<file path="src/rtl/ms_stage_pkg.sv">
// Shared widths, load encodings, bundle layouts and extension helpers for the
// memory-access (MS) pipeline stage.
package ms_stage_pkg;

    localparam int CSR_ZIP_W   = 79;
    localparam int EXC_W       = 7;
    localparam int ES2MS_W     = 1 + 4 + CSR_ZIP_W + EXC_W + 32;
    localparam int MS2WS_W     = 1 + 5 + 32 + CSR_ZIP_W + EXC_W + 32;
    localparam int ES_RF_ZIP_W = 40;
    localparam int MS_RF_ZIP_W = 39;
    localparam int ALE_BIT     = 6;

    localparam logic [3:0] MEM_W = 4'hf;
    localparam logic [3:0] MEM_H = 4'h3;
    localparam logic [3:0] MEM_B = 4'h1;

    typedef struct packed {
        logic                 mem_re_s;
        logic [3:0]           mem_re;
        logic [CSR_ZIP_W-1:0] csr_zip;
        logic [EXC_W-1:0]     except_zip;
        logic [31:0]          pc;
    } es2ms_t;

    typedef struct packed {
        logic        csr_re;
        logic        res_from_mem;
        logic        rf_we;
        logic [4:0]  rf_waddr;
        logic [31:0] rf_wdata;
    } es_rf_t;

    function automatic logic [31:0] ext_byte(input logic [7:0] val, input logic sgn);
        return {{24{sgn & val[7]}}, val};
    endfunction

    function automatic logic [31:0] ext_half(input logic [15:0] val, input logic sgn);
        return {{16{sgn & val[15]}}, val};
    endfunction

endpackage

</file>
<file path="src/rtl/ms_stage_load_align.sv">
// Combinational load alignment: picks the addressed byte/halfword/word out of
// the read data and sign- or zero-extends it to 32 bits.
module ms_stage_load_align
    import ms_stage_pkg::*;
(
    input  logic [31:0] rdata,
    input  logic [1:0]  off,
    input  logic [3:0]  mem_re,
    input  logic        mem_re_s,
    output logic [31:0] result
);

    logic [7:0]  byte_s;
    logic [15:0] half_s;

    // Byte lane selection by address offset
    always_comb begin
        byte_s = 8'h00;
        case (off)
            2'd0:    byte_s = rdata[7:0];
            2'd1:    byte_s = rdata[15:8];
            2'd2:    byte_s = rdata[23:16];
            2'd3:    byte_s = rdata[31:24];
            default: byte_s = 8'h00;
        endcase
    end

    // Halfword lane selection by address offset
    always_comb begin
        half_s = 16'h0000;
        if (off[1]) begin
            half_s = rdata[31:16];
        end else begin
            half_s = rdata[15:0];
        end
    end

    // Width select and extension; unknown encodings load zero
    always_comb begin
        result = 32'h0000_0000;
        case (mem_re)
            MEM_W:   result = rdata;
            MEM_H:   result = ext_half(half_s, mem_re_s);
            MEM_B:   result = ext_byte(byte_s, mem_re_s);
            default: result = 32'h0000_0000;
        endcase
    end

endmodule

</file>
<file path="src/rtl/ms_stage.sv">
// Memory-access pipeline stage: latches the EX bundle, holds SRAM read data
// across WB stalls, aligns loads and hands the result to WB and forwarding.
module ms_stage
    import ms_stage_pkg::*;
(
    input  logic                   clk,
    input  logic                   reset,
    output logic                   ms_allowin,
    input  logic                   es2ms_valid,
    input  logic [ES2MS_W-1:0]     es2ms_bus,
    input  logic [ES_RF_ZIP_W-1:0] es_rf_zip,
    input  logic [31:0]            data_sram_rdata,
    input  logic                   ws_allowin,
    output logic                   ms2ws_valid,
    output logic [MS2WS_W-1:0]     ms2ws_bus,
    output logic [MS_RF_ZIP_W-1:0] ms_rf_zip,
    output logic                   ms_ex,
    input  logic                   ws_ex
);

    logic        ms_valid_r;
    es2ms_t      es_r;
    es_rf_t      rf_r;
    logic [31:0] rbuf_r;
    logic        rbuf_valid_r;

    logic        accept_s;
    logic [31:0] rdata_s;
    logic [31:0] load_result_s;
    logic [31:0] final_wdata_s;
    logic        exc_any_s;
    logic        out_we_s;

    assign ms_allowin = ~ms_valid_r | ws_allowin;
    assign accept_s   = es2ms_valid & ms_allowin;

    // Stage occupancy; a WB flush overrides any incoming instruction
    always_ff @(posedge clk or posedge reset) begin
        if (reset) begin
            ms_valid_r <= 1'b0;
        end else if (ws_ex) begin
            ms_valid_r <= 1'b0;
        end else if (ms_allowin) begin
            ms_valid_r <= es2ms_valid;
        end
    end

    // Bundle latch on accept
    always_ff @(posedge clk or posedge reset) begin
        if (reset) begin
            es_r <= '0;
            rf_r <= '0;
        end else if (accept_s) begin
            es_r <= es2ms_t'(es2ms_bus);
            rf_r <= es_rf_t'(es_rf_zip);
        end
    end

    // The SRAM only presents data for one cycle, so keep it if WB stalls us
    always_ff @(posedge clk or posedge reset) begin
        if (reset) begin
            rbuf_r       <= 32'h0000_0000;
            rbuf_valid_r <= 1'b0;
        end else if (accept_s) begin
            rbuf_valid_r <= 1'b0;
        end else if (ms_valid_r && !rbuf_valid_r && !ws_allowin) begin
            rbuf_r       <= data_sram_rdata;
            rbuf_valid_r <= 1'b1;
        end
    end

    // Effective read data: live SRAM output until buffered
    always_comb begin
        rdata_s = 32'h0000_0000;
        if (rbuf_valid_r) begin
            rdata_s = rbuf_r;
        end else begin
            rdata_s = data_sram_rdata;
        end
    end

    ms_stage_load_align u_load_align (
        .rdata    (rdata_s),
        .off      (rf_r.rf_wdata[1:0]),
        .mem_re   (es_r.mem_re),
        .mem_re_s (es_r.mem_re_s),
        .result   (load_result_s)
    );

    // Write-back value selection
    always_comb begin
        final_wdata_s = 32'h0000_0000;
        if (rf_r.res_from_mem) begin
            final_wdata_s = load_result_s;
        end else begin
            final_wdata_s = rf_r.rf_wdata;
        end
    end

    assign exc_any_s = es_r.except_zip[ALE_BIT] | (|es_r.except_zip[ALE_BIT-1:0]);
    assign ms_ex     = ms_valid_r & exc_any_s;
    // An excepting instruction must never update the register file
    assign out_we_s  = rf_r.rf_we & ms_valid_r & ~ms_ex;

    assign ms2ws_valid = ms_valid_r;
    assign ms2ws_bus   = {out_we_s, rf_r.rf_waddr, final_wdata_s,
                          es_r.csr_zip, es_r.except_zip, es_r.pc};
    assign ms_rf_zip   = {rf_r.csr_re & ms_valid_r, out_we_s, rf_r.rf_waddr, final_wdata_s};

endmodule

</file>
<file path="config.mk">
export PLATFORM = sky130hd
export DESIGN_NAME = ms_stage
export DESIGN_NICKNAME = d
export VERILOG_FILES = /design/src/rtl/ms_stage_pkg.sv /design/src/rtl/ms_stage_load_align.sv /design/src/rtl/ms_stage.sv
export SDC_FILE = /design/constraint.sdc
export NUM_CORES = 1
export LEC_CHECK = 0
export ABC_AREA = 1
export BUFFER_PORTS_ARGS = -buffer_cell sky130_fd_sc_hd__buf_2
export CORE_AREA = 2 2 156 158
export DETAILED_ROUTE_END_ITERATION = 10
export DIE_AREA = 0 0 158 160
export PLACE_DENSITY_LB_ADDON = 0.3
export RECOVER_POWER = 25
export REMOVE_ABC_BUFFERS = 1
export SLEW_MARGIN = 20
export SYNTH_ARGS = -nofsm -noshare
export SYNTH_HDL_FRONTEND = slang
export SYNTH_SLANG_ARGS = --single-unit
</file>
<file path="constraint.sdc">
create_clock -name clk -period 8.47 [get_ports clk]
set_clock_uncertainty 0.1 [all_clocks]
set_input_delay 0.847 -clock clk [delete_from_list [all_inputs] [get_ports clk]]
set_output_delay 0.847 -clock clk [all_outputs]
set_load 0.02 [all_outputs]
</file>
; ---- After elaboration in Yosys (flattened, before gate mapping)
; Cells that the tools add are included.
[totals]
register_bits = 197
latch_bits = 0
ram_bits = 0
romBits = 0
input_bits = 200
mem_count = 0
[classes]
n_addsub = 0
multipliers = 0
n_div = 0
magnitude_cmp = 0
n_eq_ne = 6
shifts = 0
n_mux = 9
n_bitwise = 12
reduce_logical = 9
[op_table]
columns = cell, count
row1 = case mux 32 bit (3 select lines), 1
row2 = two-way mux 32 bit, 2
row3 = case mux 8 bit (4 select lines), 1
row4 = two-way mux 16 bit, 1
row5 = AND 1 bit, 7
row6 = OR reduction 6 bit, 1
row7 = "equality test 2 bit, second input constant", 2
row8 = "equality test 4 x 1 -> 1 bit, second input constant", 1
row9 = "equality test 4 x 2 -> 1 bit, second input constant", 1
row10 = "equality test 4 bit, second input constant", 1
row11 = two-way mux 1 bit, 4
row12 = nonzero test 2 bit, 2
row13 = NOT 1 bit, 3
row14 = "equality test 2 x 1 -> 1 bit, second input constant", 1
row15 = logical AND 1 bit, 2
row16 = zero test 1 bit, 2
row17 = zero test 2 bit, 1
row18 = bitwise OR 1 bit, 2
row19 = AND reduction 2 bit, 1

; ---- Logic depth before layout (Yosys ltp)
[logic_depth]
ltp_word = 5
ltp_mapped = 13
mapped_depth_nobuf = 11

; ---- Modules after synthesis
; A second synthesis with hierarchy kept.
[unflattened]
cells_unflattened = 1398
hier_area_um2 = 10644.0
[by_module_without_submodules]
columns = module, n_inst, cells_per_inst, area_per_inst_um2, seq_area_each_um2
row1 = ms_stage, 1, 1232, 9770.6, 4929.7
row2 = ms_stage_load_align, 1, 166, 873.3, 0.0

; ---- Least setup slack after synthesis
; No wires, ideal clock.
[synth_timing]
path_type = input to output
startpoint = input data_sram_rdata[15]
endpoint = output ms_rf_zip[30]
arrival_time_ns = 1.884
t_required_ns = 7.523
path_slack_ns = 5.639
path_stages = 12
n_path_buf = 2
cell_sequence = inv_1 nand2_1 nand3_1 nand2_1 inv_1 nand2_2 nand3_4 buf_6 nand3_1 nand2_1 nand2_1 buf_4
[synth_between]
elab_chain_cells = 5
elab_cells_between_ends = 7
[synth_lines]
columns = element, line_no
row1 = from (decl), ms_stage.sv:12  ; input logic [31:0] data_sram_rdata,
row2 = two-way mux 32 bit (*), ms_stage.sv:75  ; if (rbuf_valid_r) begin
row3 = case mux 8 bit (4 select lines) / two-way mux 16 bit (equally long branches), "ms_stage_load_align.sv:19, ms_stage_load_align.sv:31"
row4 = AND 1 bit (on tied branches), "ms_stage_pkg.sv:34, ms_stage_pkg.sv:38"
row5 = case mux 32 bit (3 select lines) (*), ms_stage_load_align.sv:41  ; case (mem_re)
row6 = two-way mux 32 bit (*), ms_stage.sv:93  ; if (rf_r.res_from_mem) begin
row7 = to (decl), ms_stage.sv:16  ; output logic [MS_RF_ZIP_W-1:0] ms_rf_zip,
; Mark *: on every way between the ends. The rest lies on a longest branch, timed or not.

==> impl_metrics.yaml <==
outcome:
  run_status: "finished, violations left"
  violations: "max-capacitance violations, max-slew violations"
timing:
  hold_viol_final: 0
  hold-worst-slack_ps: 368.9
  final_period_minus_worst_setup_slack_ps: 4970
  fin_crit_sh_pct: 58.68
  report.final.slew_viol_count: 130
  rsz0062_at_grt: "false"
  worst_slew_pin_slew_ps: 5610
  slew_headroom_pct: -276.1
  finalSetupViolations: 0
  fmaxAchievable_mhz: 201.2
clocking:
  cts.htree.levels: 4
  clock_network_latency_to_the_later_pin_of_the_worst_skew_pair_ps: 420
  cts_hold_repair.buffers: 0
  clk_pin_slew_worst_paths_ps: 80
  cts_tree: "built"
  cts.root.buffer_cell: "clkbuf_16"
  tritoncts_num_sinks: 197
  cts_max_path_buffers: 2
  tritoncts.num_buffers: 17
  post_cts_buffers: 0
  cts_repair_resize_count: 0
floorplan:
  start_util_pct: 43.41
  ioPinCount: 398
  dieArea_mm2: 0.02528
  floorplan.core_area_mm2: 0.02382
  core.rowCount: 57
  die-height_um: 160
  die_width_um: 158
worst_setup_path:
  path_cells: "buf_2, clkinvlp_2, buf_4"
  critPathLaunchType: "input pin"
  category_of_the_most_critical_setup_path: "input pin to asynchronous set/reset pin"
  crit_path_top_delay_cell: "clkinvlp_2"
  critical_path.endpoint_type: "asynchronous set/reset pin"
  crit_path_max_fanout: 129
  worst_path_largest_cell_delay_ps: 3070
  worst-endpoint-arrival_ps: 5310
  cp_data_required_time_ps: 8810
placement:
  hpwlAfterDp_mm: 20.46
  place.port_buffers: 397
  placed_cells: 1833
  gpl.final_weighted_congestion: 0.8377
flow_run:
  cap_viol_max_count: 1
routing:
  detailedRoute.firstIterationViolations: 517
  drtPass1Iterations: 5
  post-route-drc-count: 0
  viasPerCell: 4.611
  routed_wirelength_mm: 28.98
  antenna_left: 0
  dr_total_vias: 8609
  post_drt_wl_per_cell_um: 15.52
synth:
  postSynthRegisterBits: 197
  synth.yosys.warnings: 0
  mean_cell_area_of_the_mapped_netlist_um2: 7.774
  async_set_reset_flop_share_out_of_synthesis_pct: 100.0
  ys.flop_type: "dfrtp_1"
  syn-cell-area_mm2: 0.01034
  synth.yosys.seq_area_share_pct: 47.68
  number_of_synthesized_flops_with_an_enable_pin: 0
  synthCells: 1330
  netlist-cell-type-count: 30
finish:
  post_layout_nonfiller_instances: 1867
  most-common-layout-cells: "nand2_1, buf_2, dfrtp_1"
  fill_cells: 2437
  layout.nets: 1728
  mostFrequentLayoutCell: "nand2_1"
  layout-area-overhead-vs-synth_pct: 14.84
  layout-drive-gt1-share_pct: 29.40
power:
  worst_ir_drop_vdd_mv: 0.1126
  power_per_cell_area_mw_per_mm2: 220.8
  report.power.total_mw: 2.621
  leakage_nw: 6.936
global_route:
  grt_max_degree: 174
  via_count_of_the_first_global_routing_pass: 8076
  global_route.overflow_total: 0
  antenna_found_initial: 5
  groute.usage.overall_pct: 22.65
  wire_length_of_the_first_global_routing_pass_mm: 44.23
min_path:
  hp_class: "flop to flop"
## cell usage after synthesis, types with 3 or more instances
cell type | number | area share (%)
buf_2 | 27 | 1.3
clkbuf_1 | 18 | 0.65
o21ai_0 | 12 | 0.58
dfrtp_1 | 197 | 48
buf_6 | 6 | 0.65
nand3_1 | 50 | 2.4
o21a_1 | 14 | 1.0
buf_1 | 7 | 0.25
buf_4 | 165 | 12
nor2_1 | 15 | 0.54
and2_1 | 19 | 1.1
inv_2 | 4 | 0.15
and2_0 | 3 | 0.18
a21oi_1 | 17 | 0.82
mux2_2 | 23 | 2.5
nand2_1 | 687 | 25
inv_1 | 53 | 1.9
## registers in the layout, indices dropped and copies added (netlist names)
register / flops
es_r: 5
ms2ws_valid: 1
rf_r: 35
rbuf_r: 32
ms2ws_bus: 123
rbuf_valid_r: 1
## cell families after synthesis
family          after synthesis  share of synthesized area (%)
simple gates                785                          30.30
buf+inv                     280                          16.92
flops                       197                          47.68
compound gates               44                          2.493
mux                          24                          2.614
## cell type report
cell class | count | area (µm²) | share of cell area [%]
timing repair buffer | 402 | 2022 | 17.03
sequential | 197 | 4930 | 41.52
inverter | 57 | 222.7 | 1.876
tap | 324 | 405.4 | 3.414
clock buffer | 18 | 429.2 | 3.614
antenna | 2 | 5.005 | 0.04215
clock inverter | 14 | 177.7 | 1.496
multi-input combinational | 853 | 3682 | 31.01
## worst paths after layout
path | startpoint | end | slack, ps | cells past startpoint
setup / recovery | reset | rbuf_r[28] | 3500 | 3
hold / removal | ms2ws_bus[28] | ms2ws_bus[28] | 370 | 2
setup reg to reg | ms2ws_valid | rbuf_r[27] | 6020 | 5
hold reg to reg | ms2ws_bus[28] | ms2ws_bus[28] | 370 | 2
max in group clk | rf_r[1] | ms_rf_zip[24] | 4770 | 11
min in group asynchronous | reset | ms2ws_bus[11] | 2020 | 2
## stage by stage
stage	TNS, ps	cell area, µm²	setup WS (ps)	util, %
5_1_grt	0	11870	2618	49.83
4_1_cts	0	11900	4743	49.95
3_3_place_gp	0	11270	5275	47.33
2_1_floorplan	-209630	8805	-1370	-
3_5_place_dp	0	11290	5211	47.40
6_report	0	11870	3500	49.85
## power breakdown
| part | internal, mW | switching (mW) |
|---|---|---|
| combinational | 0.223 | 0.435 |
| clock | 0.403 | 0.420 |
| sequential | 1.07 | 0.0728 |
## layer usage
layer	up-vias	global-route usage, %	wire length [µm]
met2	281	39.05	14600
met4	4	6.388	553
li1	4276	-	-
met1	4018	27.56	11870
met5	-	0	27
met3	30	6.459	1939
## critical path, delay by kind of cell
kind	cells	cell delay, ps
buf+inv	3	4240
(Power assumes the default switching activity.)
